`src/rtl/exc_pkg.sv`:
```
// ============================================================================
// Module  : exc_pkg
// Brief   : Shared types and constants for the exception-entry sequencer.
// Rev     : 1.0  initial release
// ============================================================================
`default_nettype none

package exc_pkg;

  typedef enum logic [1:0] {
    ST_IDLE = 2'd0,
    ST_ADDR = 2'd1,
    ST_WAIT = 2'd2,
    ST_LOAD = 2'd3
  } state_t;

  localparam logic [1:0] CAUSE_NONE   = 2'd0;
  localparam logic [1:0] CAUSE_OPCODE = 2'd1;
  localparam logic [1:0] CAUSE_OVF    = 2'd2;
  localparam logic [1:0] CAUSE_DIVZ   = 2'd3;

  localparam logic [2:0] SRCADDR_SEL_IORD = 3'd0;
  localparam logic [2:0] SRCADDR_SEL_V253 = 3'd1;
  localparam logic [2:0] SRCADDR_SEL_V254 = 3'd2;
  localparam logic [2:0] SRCADDR_SEL_V255 = 3'd3;
  localparam logic [2:0] SRCADDR_SEL_A    = 3'd4;
  localparam logic [2:0] SRCADDR_SEL_B    = 3'd5;

  localparam logic [7:0] VEC_ADDR_OPCODE = 8'd253;
  localparam logic [7:0] VEC_ADDR_OVF    = 8'd254;
  localparam logic [7:0] VEC_ADDR_DIVZ   = 8'd255;

  // Mux select that addresses the vector byte belonging to a cause.
  function automatic logic [2:0] cause_to_sel(input logic [1:0] c);
    case (c)
      CAUSE_OPCODE: cause_to_sel = SRCADDR_SEL_V253;
      CAUSE_OVF:    cause_to_sel = SRCADDR_SEL_V254;
      CAUSE_DIVZ:   cause_to_sel = SRCADDR_SEL_V255;
      default:      cause_to_sel = SRCADDR_SEL_IORD;
    endcase
  endfunction

endpackage

`default_nettype wire

```
`src/rtl/exc_prio_enc.sv`:
```
// ============================================================================
// Module  : exc_prio_enc
// Brief   : Exception flag priority encoder (opcode > overflow > divzero).
// Rev     : 1.0  initial release
// ============================================================================
`default_nettype none

module exc_prio_enc
  import exc_pkg::*;
(
  input  logic       i_opcode,
  input  logic       i_overflow,
  input  logic       i_divzero,
  output logic       o_any,
  output logic [1:0] o_cause
);

  always_comb begin
    o_any   = i_opcode | i_overflow | i_divzero;
    o_cause = CAUSE_NONE;
    if (i_opcode)
      o_cause = CAUSE_OPCODE;
    else if (i_overflow)
      o_cause = CAUSE_OVF;
    else if (i_divzero)
      o_cause = CAUSE_DIVZ;
  end

endmodule

`default_nettype wire

```
`src/rtl/exception_ctrl.sv`:
```
// ============================================================================
// Module  : exception_ctrl
// Brief   : Exception-entry sequencer: saves EPC, fetches the vector byte and
//           loads PC. Optional cause output register: EXC_CAUSE_REG_EN.
// Rev     : 1.0  initial release
// ============================================================================
`default_nettype none

module exception_ctrl
  import exc_pkg::*;
#(
  parameter int          MEM_LAT = 1,
  parameter logic [31:0] EPC_OFS = 32'd4
) (
  input  logic        clk,
  input  logic        reset,
  input  logic        exc_opcode,
  input  logic        exc_overflow,
  input  logic        exc_divzero,
  input  logic [31:0] pc_in,
  input  logic [31:0] mem_data_in,
  output logic [2:0]  srcaddr_sel,
  output logic        mem_req,
  output logic [31:0] epc_out,
  output logic        epc_wr,
  output logic [31:0] pc_out,
  output logic        pc_wr,
  output logic        busy,
  output logic [1:0]  cause
);

  localparam logic [3:0] C_LAT = 4'(MEM_LAT);

  state_t      r_state;
  state_t      w_next;
  logic [3:0]  r_cnt;
  logic [1:0]  r_exc_cause;
  logic [31:0] r_epc;
  logic        w_any;
  logic [1:0]  w_cause;
  logic        w_unused_data;

  assign w_unused_data = ^mem_data_in[31:8];

  exc_prio_enc u_prio (
    .i_opcode   (exc_opcode),
    .i_overflow (exc_overflow),
    .i_divzero  (exc_divzero),
    .o_any      (w_any),
    .o_cause    (w_cause)
  );

  always_ff @(posedge clk) begin
    if (reset) begin
      r_state     <= ST_IDLE;
      r_cnt       <= 4'd0;
      r_exc_cause <= CAUSE_NONE;
      r_epc       <= 32'd0;
    end else begin
      r_state <= w_next;
      case (r_state)
        ST_IDLE: begin
          if (w_any) begin
            r_exc_cause <= w_cause;
            r_epc       <= pc_in - EPC_OFS;
          end
        end
        ST_ADDR: r_cnt <= C_LAT;
        ST_WAIT: r_cnt <= r_cnt - 4'd1;
        default: ;
      endcase
    end
  end

  always_comb begin
    w_next      = r_state;
    srcaddr_sel = SRCADDR_SEL_IORD;
    mem_req     = 1'b0;
    epc_wr      = 1'b0;
    pc_wr       = 1'b0;
    busy        = 1'b0;
    pc_out      = 32'd0;
    case (r_state)
      ST_IDLE: begin
        if (w_any) w_next = ST_ADDR;
      end
      ST_ADDR: begin
        srcaddr_sel = cause_to_sel(r_exc_cause);
        mem_req     = 1'b1;
        epc_wr      = 1'b1;
        busy        = 1'b1;
        w_next      = (C_LAT == 4'd0) ? ST_LOAD : ST_WAIT;
      end
      ST_WAIT: begin
        srcaddr_sel = cause_to_sel(r_exc_cause);
        mem_req     = 1'b1;
        busy        = 1'b1;
        if (r_cnt == 4'd1) w_next = ST_LOAD;
      end
      ST_LOAD: begin
        srcaddr_sel = cause_to_sel(r_exc_cause);
        pc_wr       = 1'b1;
        busy        = 1'b1;
        pc_out      = {24'd0, mem_data_in[7:0]};
        w_next      = ST_IDLE;
      end
      default: w_next = ST_IDLE;
    endcase
  end

  assign epc_out = r_epc;

`ifdef EXC_CAUSE_REG_EN
  assign cause = r_exc_cause;
`else
  assign cause = CAUSE_NONE;
`endif

endmodule

`default_nettype wire

```
`config.mk`:
```
export PLATFORM = sky130hd
export DESIGN_NAME = exception_ctrl
export DESIGN_NICKNAME = d
export VERILOG_FILES = /design/src/rtl/exc_pkg.sv /design/src/rtl/exc_prio_enc.sv /design/src/rtl/exception_ctrl.sv
export SDC_FILE = /design/constraint.sdc
export NUM_CORES = 1
export LEC_CHECK = 0
export CAP_MARGIN = 20
export CORE_MARGIN = 2
export CORE_UTILIZATION = 30
export DETAILED_ROUTE_END_ITERATION = 10
export HOLD_SLACK_MARGIN = 0.06
export PLACE_DENSITY = 0.77
export RECOVER_POWER = 25
export SYNTH_ARGS = -nofsm -noshare
export SYNTH_HDL_FRONTEND = slang
export SYNTH_HIERARCHICAL = 1
export SYNTH_SLANG_ARGS = --single-unit
```
`constraint.sdc`:
```
create_clock -name clk -period 3.8 [get_ports clk]
set_input_delay 0.57 -clock clk [delete_from_list [all_inputs] [get_ports clk]]
set_output_delay 0.57 -clock clk [all_outputs]
set_load 0.005 [all_outputs]
```
-- Word level (Yosys, flattened, before mapping)
Index checks and enable logic that the tools add are counted.
- add/sub/neg operators: 2
- multiply operators: 0
- divide/modulo/power cells: 0
- magnitude comparators: 0
- eq/ne operators: 9
- shifts and indexed selects: 0
- multiplexer cells: 14
- bitwise gates (word level): 2
- reductions and logical operators: 6
- operators with widths (operator ; count):
    32-bit by 3-bit subtractor with 32-bit output, second input constant ; 1
    2-bit 2-to-1 mux ; 6
    2-bit equality test, second input constant ; 4
    8-bit 2-to-1 mux ; 1
    2-bit case mux with 4 select lines ; 1
    4-bit case mux with 2 select lines ; 1
    2-bit case mux with 3 select lines ; 1
    2-bit by 1-bit equality test with 1-bit output, second input constant ; 2
    4-bit by 1-bit equality test with 1-bit output, second input constant ; 1
    1-bit 2-to-1 mux ; 4
    2-bit AND reduction ; 2
    4-bit by 1-bit subtractor with 4-bit output, second input constant ; 1
    3-bit OR reduction ; 1
    2-bit zero test ; 1
    2-bit by 1-bit != test with 1-bit output, second input constant ; 1
    2-bit != test, second input constant ; 1
    1-bit OR ; 2
    2-bit nonzero test ; 1
    2-bit OR reduction ; 1
- register bits: 40
- latch bits: 0
- RAM bits: 0
- memory bits (read-only): 0
- bits of input ports: 69
- logic and storage cells: 37
- memories kept: 0

-- Logic depth before layout (Yosys ltp)
- word-level depth: 4
- depth in mapped cells: 7
- depth with buffers taken out: 7

-- Cells and area by module
The synthesis kept the hierarchy.
- modules (own cells, without submodules) (module ; times used ; cells each ; area each (sq um) ; sequential area each (sq um)):
    exception_ctrl ; 1 ; 287 ; 2393.5 ; 800.8
    exc_prio_enc ; 1 ; 5 ; 26.3 ; 0.0

-- Least setup slack after synthesis
OpenSTA, ideal clock, no wires.
- kind: input port to flip-flop
- from: input pc_in[19]
- to: register r_epc[30] (netlist: epc_out[30])
- library setup time: 0.136 ns
- arrival time: 1.828 ns
- required time: 3.664 ns
- path slack: 1.836 ns
- stages: 5
- buffers on the path: 0
- cell sequence: or4_4 -> nor4_4 -> nor3b_2 -> xnor2_1 -> a211oi_2
- longest elaborated chain between the ends: 1
- ends and longest elaborated chain (element ; RTL line ; RTL):
    from (decl) ; exception_ctrl.sv:20 ; input logic [31:0] pc_in,
    32-bit by 3-bit subtractor with 32-bit output ; exception_ctrl.sv:65 ; r_epc <= pc_in - EPC_OFS;
    to (signal assigned) ; exception_ctrl.sv:65 ;
    to (decl) ; exception_ctrl.sv:38 ; logic [31:0] r_epc;
Every way passes these cells.
A chain may end at the register's enable or synchronous reset.

-- Worst setup path after layout
- from: input pc_in[2]
- to: register r_epc[22] (netlist: epc_out[22])
The elaborated chain is that of the path after synthesis.

==> qor.log <==
qor: setup_path.regToRegStartpoint r_state[0]
qor: power_and_ir_drop.worst_ir_drop_vdd 0.000243 V
qor: timing.final.period_utilization 0.635
qor: route.total_wire_length_after_detailed_routing 5.89 mm
qor: timing.holdWs 0.455 ns
qor: yosys.number_of_flops_mapped_to_enable_cells_by_yosys 0
qor: timing.timing.final.crit_period 2.41 ns
qor: grt.first_global_vias 2,181
qor: yosys.synth_sequential_area_ratio 0.331
qor: timing.fin_worst_skew 0.00583 ns
qor: cts.cts_htree_levels 2
qor: route.dr.pass1.iters 4
qor: power_and_ir_drop.report.power.total 1.87 mW
qor: cts.clk-insertion-delay-late 0.29 ns
qor: timing.hold_viol_final 0
qor: worst_hold_path.hold_class reg2reg
qor: place.gp_congestion 0.807
qor: yosys.ys_types 39
qor: yosys.synth_top_cell_by_area dfxtp_1
qor: cts.cts.repair_timing.setup_buffer_count 0
qor: yosys.synth_top_area_share 0.331
qor: grt.antenna_found_initial 0
qor: die.row_count 32
qor: cts.cts_tree done
qor: cts.clock-sinks 40
qor: grt.grt_start_max_net_pins 64
qor: yosys.yosysMostFrequentCell nor2_1
qor: timing.grt_setup_unrepaired false
qor: place.io_buffers 90
qor: worst_hold_path.hp-start r_exc_cause[1]
qor: place.dp_cells 473
qor: power_and_ir_drop.p_per_area 543 nW/um^2
qor: grt.grt_first_pass_wirelength 9.53 mm
qor: setup_path.critPathCaptureType flop
qor: setup_path.timing.critical_path.from_type input port
qor: cts.cts.root.buffer_cell clkbuf_8
qor: place.dpl-instance-area 3310 sq um
qor: die.floorplan.die.width 93.8 microns
qor: power_and_ir_drop.p_leak 1.34 nW
qor: layout.drive_gt1_frac 0.0737
qor: run.max_cap_violations 0
qor: setup_path.cp-startpoint pc_in[2]
qor: setup_path.worst_ep_arrival_time 2.60 ns
qor: yosys.yosys-top-cells-area dfxtp_1 (33%), a211oi_1 (8.4%), buf_4 (8.4%), nor2_1 (7.6%), xnor2_1 (7.2%)
qor: die.fp.coreArea 7770 sq um
qor: die.die_area 8800 sq um
qor: cts.worst_setup_hold_path_clk_slew 0.08 ns
qor: yosys.ys_async_sr_fraction 0
qor: cts.cts-resized-gates 0
qor: timing.final_setup_viols 0
qor: yosys.synthTopCellsByCount nor2_1 (49), dfxtp_1 (40), a211oi_1 (27), buf_4 (27), xnor2_1 (20)
qor: layout.n_antenna_cell 0
qor: route.ant_nets 0
qor: cts.ctsHoldBuffers 0
qor: die.floorplan.die.height 93.8 microns
qor: timing.fin_ws 1.39 ns
qor: die.top_level_ports 142
qor: run_status.result_of_the_run complete, no violations
qor: route.drt_iter0_drc 54
qor: yosys.synth_seq_cells 40
qor: timing.final-max-slew-violation-count 0
qor: layout.area.growth.synth_to_final 41.9%
qor: timing.slew_headroom 0.307
qor: setup_path.path_max_fanout 9
qor: layout.finish.instance_area 3430 sq um
qor: layout.layout.cells.non_filler 482
qor: route.drt-vias-per-instance 4.66
qor: cts.numCtsBuffers 5
qor: yosys.netlist_instances 292
qor: timing.fmax 415 MHz
qor: die.start_util 0.312
qor: place.post-place-ws 1.08 ns
qor: yosys.synth.cell_area 2420 sq um
qor: setup_path.setup.worst_path.class in2reg
qor: layout.fill_cells 774
qor: yosys.synth_warnings 6
qor: timing.setup_total_negative_slack 0 ns
qor: grt.grtUsageTotal 0.133
qor: route.drt_drc_violations_left 0
qor: yosys.postSynthAreaPerCell 8.29 sq um
qor: setup_path.cp.required 3.99 ns
qor: yosys.synth_top_flop_cell dfxtp_1
qor: place.place_hpwl 4.48 mm
qor: layout.final_nets 456
qor: cts.cts_max_path_bufs 2
qor: route.route.vias.total 2,247
qor: grt.globalRoute.totalOverflow 0
qor: layout.final_core_utilization 0.442
qor: timing.worst-slew-pin-transition 1.04 ns
qor: route.post_drt_wl_per_cell 12.2 microns
## metal layers
layer,vias to the layer above,GRT usage,part of all wire
li1,1127,-,-
met1,1035,0.156,0.44
met2,80,0.237,0.49
met3,5,0.0353,0.067
met4,0,0.0399,0.0087
met5,-,0,0
## worst max-delay path: stages
cell             delay, ns
clkdlybuf4s50_1       0.48
inv_1                 0.11
ha_1                  0.21
nor2b_1               0.28
nand4_4               0.23
nor4_1                0.38
xnor2_1               0.11
a211oi_1              0.24
## where the power goes
group / internal (mW) / switching [mW] / leakage (nW)
Clock: 0.145 / 0.149 / 0.0510
Combinational: 0.483 / 0.442 / 0.961
Sequential: 0.568 / 0.0803 / 0.332
## registers in the layout, indices dropped and copies added (netlist names)
signal       flops
r_state          2
r_cnt            4
epc_out         32
r_exc_cause      2
## cell families (layout without fill, tap and decap cells)
group,count (synthesis),after routing,share of synthesized area
simple gates,124,124,0.284
buf+inv,50,112,0.119
xor+xnor,26,26,0.0941
flops,40,40,0.331
other cells,1,27,0.00155
fa+ha+maj,8,8,0.0414
compound gates,42,42,0.125
mux,1,1,0.00414
## layout by cell type, fill, tap and decap left out, types with 2 or more instances in the layout
master	synthesis	final
clkdlybuf4s50_1	0	69
nor2_1	49	49
nand3_1	2	2
nand2_1	19	19
dfxtp_1	40	40
nor3_1	11	11
ha_1	8	8
dlygate4sd3_1	0	21
xor2_1	6	6
a211oi_1	27	27
xnor2_1	20	20
or2_2	4	4
nor4_1	10	10
nor2b_1	3	3
o21ai_0	2	2
clkbuf_8	0	6
nor4_4	2	2
inv_1	11	11
or4_1	2	2
clkinv_2	0	2
or3_1	2	2
conb_1	1	27
a21oi_1	7	7
buf_4	27	2
and2_1	10	9
## worst paths after layout
| check | to | slack, ns | depth (start not counted) |
|---|---|---|---|
| max | epc_out[22] | 1.39 | 8 |
| min reg2reg | r_exc_cause[1] | 0.45 | 2 |
| max reg2reg | epc_out[28] | 1.91 | 6 |
| min | r_exc_cause[1] | 0.45 | 2 |
## cell type report
| type | count | area, sq um | area share |
|---|---|---|---|
| multi-input cells | 228 | 1430 | 0.416 |
| well taps | 102 | 128 | 0.0372 |
| flip-flops and latches | 40 | 801 | 0.233 |
| inverters | 11 | 41.3 | 0.0120 |
| clock buffers | 6 | 82.6 | 0.0240 |
| clock inverters | 2 | 10.0 | 0.00291 |
| repair buffers | 93 | 943 | 0.275 |
(Power assumes the default switching activity.)
